### src/rtl/id_ex_pipeline_reg.sv
// rtl/id_ex_pipeline_reg.sv - ID/EX pipeline register with flush, stall and load-use bubble insertion
// Optional bubble counter enabled by ID_EX_BUBBLE_CNT_EN
module id_ex_pipeline_reg #(
    parameter int DATA_W = 32,
    parameter int REG_AW = 6
`ifdef ID_EX_BUBBLE_CNT_EN
    ,
    parameter int CNT_W  = 16
`endif
) (
    input  logic              in_clk,
    input  logic              in_rst,
    input  logic              in_valid,
    input  logic              in_stall,
    input  logic              in_flush,
    input  logic              in_ctrl_regwrt,
    input  logic              in_ctrl_memrd,
    input  logic              in_ctrl_memwrt,
    input  logic              in_ctrl_alusrc,
    input  logic [2:0]        in_ctrl_aluop,
    input  logic              in_ctrl_memtoreg,
    input  logic              in_ctrl_branch,
    input  logic              in_ctrl_btype,
    input  logic              in_ctrl_jump,
    input  logic [REG_AW-1:0] in_rs_idx,
    input  logic [REG_AW-1:0] in_rt_idx,
    input  logic [REG_AW-1:0] in_rd_idx,
    input  logic [DATA_W-1:0] in_rs_val,
    input  logic [DATA_W-1:0] in_rt_val,
    input  logic [DATA_W-1:0] in_imm,
    input  logic [DATA_W-1:0] in_pc,
    output logic              out_valid,
    output logic              out_ctrl_regwrt,
    output logic              out_ctrl_memrd,
    output logic              out_ctrl_memwrt,
    output logic              out_ctrl_alusrc,
    output logic [2:0]        out_ctrl_aluop,
    output logic              out_ctrl_memtoreg,
    output logic              out_ctrl_branch,
    output logic              out_ctrl_btype,
    output logic              out_ctrl_jump,
    output logic [REG_AW-1:0] out_rd_idx,
    output logic [DATA_W-1:0] out_rs_val,
    output logic [DATA_W-1:0] out_rt_val,
    output logic [DATA_W-1:0] out_imm,
    output logic [DATA_W-1:0] out_pc,
`ifdef ID_EX_BUBBLE_CNT_EN
    output logic [CNT_W-1:0]  out_bubble_cnt,
`endif
    output logic              out_hazard
);

    logic do_bubble;
    logic do_load;

    // A load in EX whose destination feeds the ID instruction must be separated by one bubble
    assign out_hazard = out_valid & out_ctrl_memrd & in_valid
                      & ((out_rd_idx == in_rs_idx) | (out_rd_idx == in_rt_idx));

    always_comb begin
        do_bubble = 1'b0;
        do_load   = 1'b0;
        if (in_flush) begin
            do_bubble = 1'b1;
        end else if (!in_stall) begin
            if (out_hazard) begin
                do_bubble = 1'b1;
            end else begin
                do_load = 1'b1;
            end
        end
    end

    always_ff @(posedge in_clk) begin
        if (in_rst || do_bubble) begin
            out_valid         <= 1'b0;
            out_ctrl_regwrt   <= 1'b0;
            out_ctrl_memrd    <= 1'b0;
            out_ctrl_memwrt   <= 1'b0;
            out_ctrl_alusrc   <= 1'b0;
            out_ctrl_aluop    <= 3'b000;
            out_ctrl_memtoreg <= 1'b0;
            out_ctrl_branch   <= 1'b0;
            out_ctrl_btype    <= 1'b0;
            out_ctrl_jump     <= 1'b0;
            out_rd_idx        <= '0;
            out_rs_val        <= '0;
            out_rt_val        <= '0;
            out_imm           <= '0;
            out_pc            <= '0;
        end else if (do_load) begin
            // Control is gated by valid so an empty ID slot can never write state
            out_valid         <= in_valid;
            out_ctrl_regwrt   <= in_ctrl_regwrt & in_valid;
            out_ctrl_memrd    <= in_ctrl_memrd & in_valid;
            out_ctrl_memwrt   <= in_ctrl_memwrt & in_valid;
            out_ctrl_alusrc   <= in_ctrl_alusrc & in_valid;
            out_ctrl_aluop    <= in_ctrl_aluop & {3{in_valid}};
            out_ctrl_memtoreg <= in_ctrl_memtoreg & in_valid;
            out_ctrl_branch   <= in_ctrl_branch & in_valid;
            out_ctrl_btype    <= in_ctrl_btype & in_valid;
            out_ctrl_jump     <= in_ctrl_jump & in_valid;
            out_rd_idx        <= in_rd_idx;
            out_rs_val        <= in_rs_val;
            out_rt_val        <= in_rt_val;
            out_imm           <= in_imm;
            out_pc            <= in_pc;
        end
    end

`ifdef ID_EX_BUBBLE_CNT_EN
    always_ff @(posedge in_clk) begin
        if (in_rst) begin
            out_bubble_cnt <= '0;
        end else if (do_bubble && (out_bubble_cnt != {CNT_W{1'b1}})) begin
            out_bubble_cnt <= out_bubble_cnt + {{(CNT_W-1){1'b0}}, 1'b1};
        end
    end
`endif

endmodule
### config.mk
export PLATFORM = sky130hd
export DESIGN_NAME = id_ex_pipeline_reg
export DESIGN_NICKNAME = d
export VERILOG_FILES = /design/src/rtl/id_ex_pipeline_reg.sv
export SDC_FILE = /design/constraint.sdc
export NUM_CORES = 1
export LEC_CHECK = 0
export BUFFER_PORTS_ARGS = -buffer_cell sky130_fd_sc_hd__clkbuf_2
export CORE_AREA = 2 2 119 121
export DETAILED_ROUTE_END_ITERATION = 8
export DIE_AREA = 0 0 121 123
export PLACE_DENSITY = 0.71
export SLEW_MARGIN = 30
export SYNTH_ARGS = -nofsm -noshare
export SYNTH_HDL_FRONTEND = slang
export SYNTH_SLANG_ARGS = --single-unit
### constraint.sdc
create_clock -name in_clk -period 1.8 [get_ports in_clk]
set_input_delay 0.27 -clock in_clk [delete_from_list [all_inputs] [get_ports in_clk]]
set_output_delay 0.27 -clock in_clk [all_outputs]
set_load 0.005 [all_outputs]
# After elaboration in Yosys (flattened, before gate mapping)
# Index checks and enable logic that the tools add are counted.
# word_totals
regBits	146
input_bits	162
# op_classes
eq_ne	2
muxes	6
n_bitwise	13
n_reduce_logical	1
# op_table
cell	count
equality test 6 bit	2
bitwise AND 1 bit	11
two-way mux 1 bit	6
bitwise AND 3 bit	1
logical OR 1 bit	1
bitwise OR 1 bit	1

# Logic depth before layout (Yosys ltp)
# logic_depth
ltp_word	7
depth_mapped	8

# Least setup slack after synthesis
# Ideal clock, no wire load.
# synth_timing
kind	register -> register
start	reg out_rd_idx[5]
end	reg out_imm[29]
setup_ns	0.117
arrival_time_ns	1.697
required_time_ns	1.683
slack_ns	-0.014
path_stages_with_launch	9
period_less_slack_ns	1.814
cell_sequence	dfxtp_1 -> xor2_1 -> nor4_2 -> a221oi_2 -> nor2b_1 -> buf_2 -> buf_6 -> buf_6 -> a22o_1
# synth_via
elab_chain_len	7
# synth_lines
item	line	text
from (decl)	42	output logic [REG_AW-1:0] out_rd_idx,
from (signal assigned)	103	out_rd_idx <= in_rd_idx;
equality test 6 bit	58	& ((out_rd_idx == in_rs_idx) | (out_rd_idx == in_rt_idx));
bitwise OR 1 bit (*)	58	
bitwise AND 1 bit (*)	58	
two-way mux 1 bit	66	if (out_hazard) begin
two-way mux 1 bit	65	end else if (!in_stall) begin
two-way mux 1 bit	63	if (in_flush) begin
logical OR 1 bit	75	if (in_rst || do_bubble) begin
to (signal assigned)	106	out_imm <= in_imm;
to (decl)	45	output logic [DATA_W-1:0] out_imm,
# Mark *: on every way between the ends. The rest lies on a longest branch, timed or not.
# A chain may end at the register's enable or synchronous reset.

# Worst setup path after layout
# layout_timing
start	reg out_rd_idx[0]
end	out out_hazard
# layout_via
elab_chain_len	3
# layout_lines
item	line	text
equality test 6 bit	58	
bitwise OR 1 bit (*)	58	
bitwise AND 1 bit (*)	58	
to (decl)	50	output logic out_hazard
# Marked as above.

==> flow_summary.ini <==
[critical_path]
r2r_start = out_rd_idx[0]
r2r_end = out_rt_val[5]
cp.arrival_ns = 1.58
critical_path_class = reg -> out
crit_required_ns = 1.53
crit_end = out_hazard
crit_slowest_cell = dfxtp_2
start_kind = register
cp_cell_sequence = xor2_2 -> nor4_4 -> a22oi_2 -> inv_1 -> clkbuf_2
cp-end-kind = output port
r2r_setup_slack_ns = -0.04
worst-path-max-fanout = 3
critPathMaxStageDelay_ns = 0.35
r2r_cells = 7
critPathLaunch = out_rd_idx[0]

[yosys]
ys_ff_latch = 146
yosysSeqAreaShare_pct = 62.6
synth_cell_types = 21
mappedNetlistNets = 536
yosys_warnings = 0
syn_inst = 374
synth_area_per_cell_sq_um = 12.5
synth-edff-count = 0
syn_area_sq_um = 4670
ys.flop_type = dfxtp_1
synthArstFlopShare_pct = 0

[global_routing]
antenna_found_initial = 0
grt-ovfl-total = 0
grt_pass1_vias = 4045
grt_max_degree = 72
grt_pass1_wl_um = 19600
grt_use_total_pct = 16.8

[hold_path]
hp-class = in -> reg
min_path_cells = 2

[layout]
antenna_cells = 0
ff_latch_area_sq_um = 2940
area_growth_pct = 58.7
fin_nets = 862
layout_common_cells = clkbuf_2 (308), dfxtp_1 (140), a22o_1 (135)
n_fill_cell = 1157
final_layout_size_suffix_gt1_share_pct = 55.7
multi_input_area_sq_um = 1700
final_common_cell = clkbuf_2

[detailed_routing]
post_drt_wl_per_cell_um = 16.1
route.vias.total = 4346
drtIter0Drc = 179
final_antenna_net_count = 0
viasPerCell = 4.87
drc = 0
drt-pass1-iter-count = 4
totalWireLength_um = 14300

[pwr]
totalPowerFinal_mw = 7.53
seqPwrFrac_pct = 45.1
powerDensity_nw_per_um2 = 1020
clkPwrFrac_pct = 46.6
cellInternalPower_mw = 5.87
peakVddDrop_mv = 0.971
p_leak_nw = 3.62
combPwrFrac_pct = 8.3
netSwitchingFraction_pct = 22.0
p_switching_mw = 1.66

[outcome]
failed_checks = negative setup slack
status = finished with violations

[sta]
period_minus_slack_ns = 1.85
hold_ws_ns = 0.0765
fin_crit_sh_pct = 103
hold_violations = 0
setup_violations = 58
rsz0062_at_grt = yes
final_max_slew_viol_count = 0
fin_ws_ns = -0.0548
tns_ns = -0.606
slew-limit-headroom_pct = 79.6
clock-skew-final_ns = 0.00574
fmaxAchievable_ghz = 0.539
max_slew.worst_pin.slew_ns = 0.305

[clock_network]
htree_levels = 4
cts_tree = yes
clkTransAtPathRegs_ns = 0.06
clock-sinks = 146
cts_buffer_depth = 2
cts_made_buffers = 17
clk_latency_ns = 0.40
cts-root-buf = clkbuf_16

[die]
rows = 43
die_area_sq_um = 14900
core_area_sq_um = 13600
ios = 309
initial_utilization_pct = 34.3
die_width_um = 121
die-height_um = 123

[place]
dp_slack_ns = -0.0914
place_congestion = 0.830
dp.final_hpwl_um = 9670
port_buffers = 308

[job]
max-cap-violations = 0
[metrics by stage]
step                util (%)  instance area (sq um)  cells
floorplan                  -                   4670    374
global placement        47.5                   6460    848
detailed placement      47.5                   6460    848
CTS                     52.5                   7150    888
global route            54.4                   7410    893
finish                  54.4                   7410    893
[cells in the mapped netlist (all sizes together) (2+ instances only)]
cell    instances  area [sq um]
nand3          12          60.1
xor2           12           105
buf            15           113
dfxtp         146          2920
a21oi          10          50.1
clkbuf         19          71.3
nand2b         10          62.6
nor2            2          7.51
nor4            2          25.0
a22o          135          1180
nor3            2          10.0
[area by class of cell]
class | count | area share, %
flip-flops and latches | 146 | 39.7
multi-input cells | 193 | 22.9
well taps | 180 | 3.04
inverters | 1 | 0.0507
repair buffers | 341 | 26.4
clock buffers | 19 | 5.84
clock inverters | 13 | 2.16
[metal layers]
layer | global-route usage, % | part of all wire (%)
met4 | 5.45 | 1.3
met3 | 6.23 | 8.7
met5 | 0 | 0
met1 | 19.9 | 40
met2 | 28.1 | 50
[worst max-delay path, delay by kind of cell, from the launching register on]
kind | cells | cell delay [ns]
flip-flops | 1 | 0.35
AND/OR/NAND/NOR | 1 | 0.34
buffers and inverters | 2 | 0.19
XOR/XNOR | 1 | 0.16
AO/OA/AOI/OAI | 1 | 0.15
[sequential cells by signal, indices dropped and copies added, names as in the netlist]
signal             cells
out_ctrl_aluop         3
out_ctrl_alusrc        1
out_ctrl_branch        1
out_ctrl_btype         1
out_ctrl_jump          1
out_ctrl_memrd         1
out_ctrl_memtoreg      1
out_ctrl_memwrt        1
out_ctrl_regwrt        1
out_imm               32
out_pc                32
out_rd_idx             6
out_rs_val            32
out_rt_val            32
out_valid              1
[power groups by stage]
stage          logic (mW)  clock network (mW)  registers (mW)
2_1_floorplan       0.205                   0            3.47
3_3_place_gp        0.544                   0            3.46
3_5_place_dp        0.559                   0            3.46
4_1_cts             0.575                3.58            3.40
5_1_grt             0.677                3.74            3.41
6_report            0.626                3.51            3.40
[cell families (layout without fill, tap and decap cells)]
family,Yosys count,in the layout,share of synthesized area (%)
compound gates,149,149,27.1
xor+xnor,12,12,2.25
buf+inv,35,374,4.02
flops,146,146,62.6
simple gates,32,32,4.02
[what timing repair did]
item / CTS / global route
gates resized for setup: 11 / 29
pin swaps: 6 / 8
setup buffers: 8 / 0
gates cloned: 0 / 6
endpoints found under the setup margin: 130 / 143
hold buffers: 0 / 0
[worst min path at each step]
stage | startpoint | to
floorplan | in_rd_idx[0] | out_rd_idx[0]
global placement | out_rs_val[21] | out_rs_val[21]
detailed placement | out_imm[17] | out_imm[17]
CTS | in_pc[25] | out_pc[25]
global route | in_pc[2] | out_pc[2]
finish | in_rt_val[29] | out_rt_val[29]
Power figures use the tool's default switching activity.
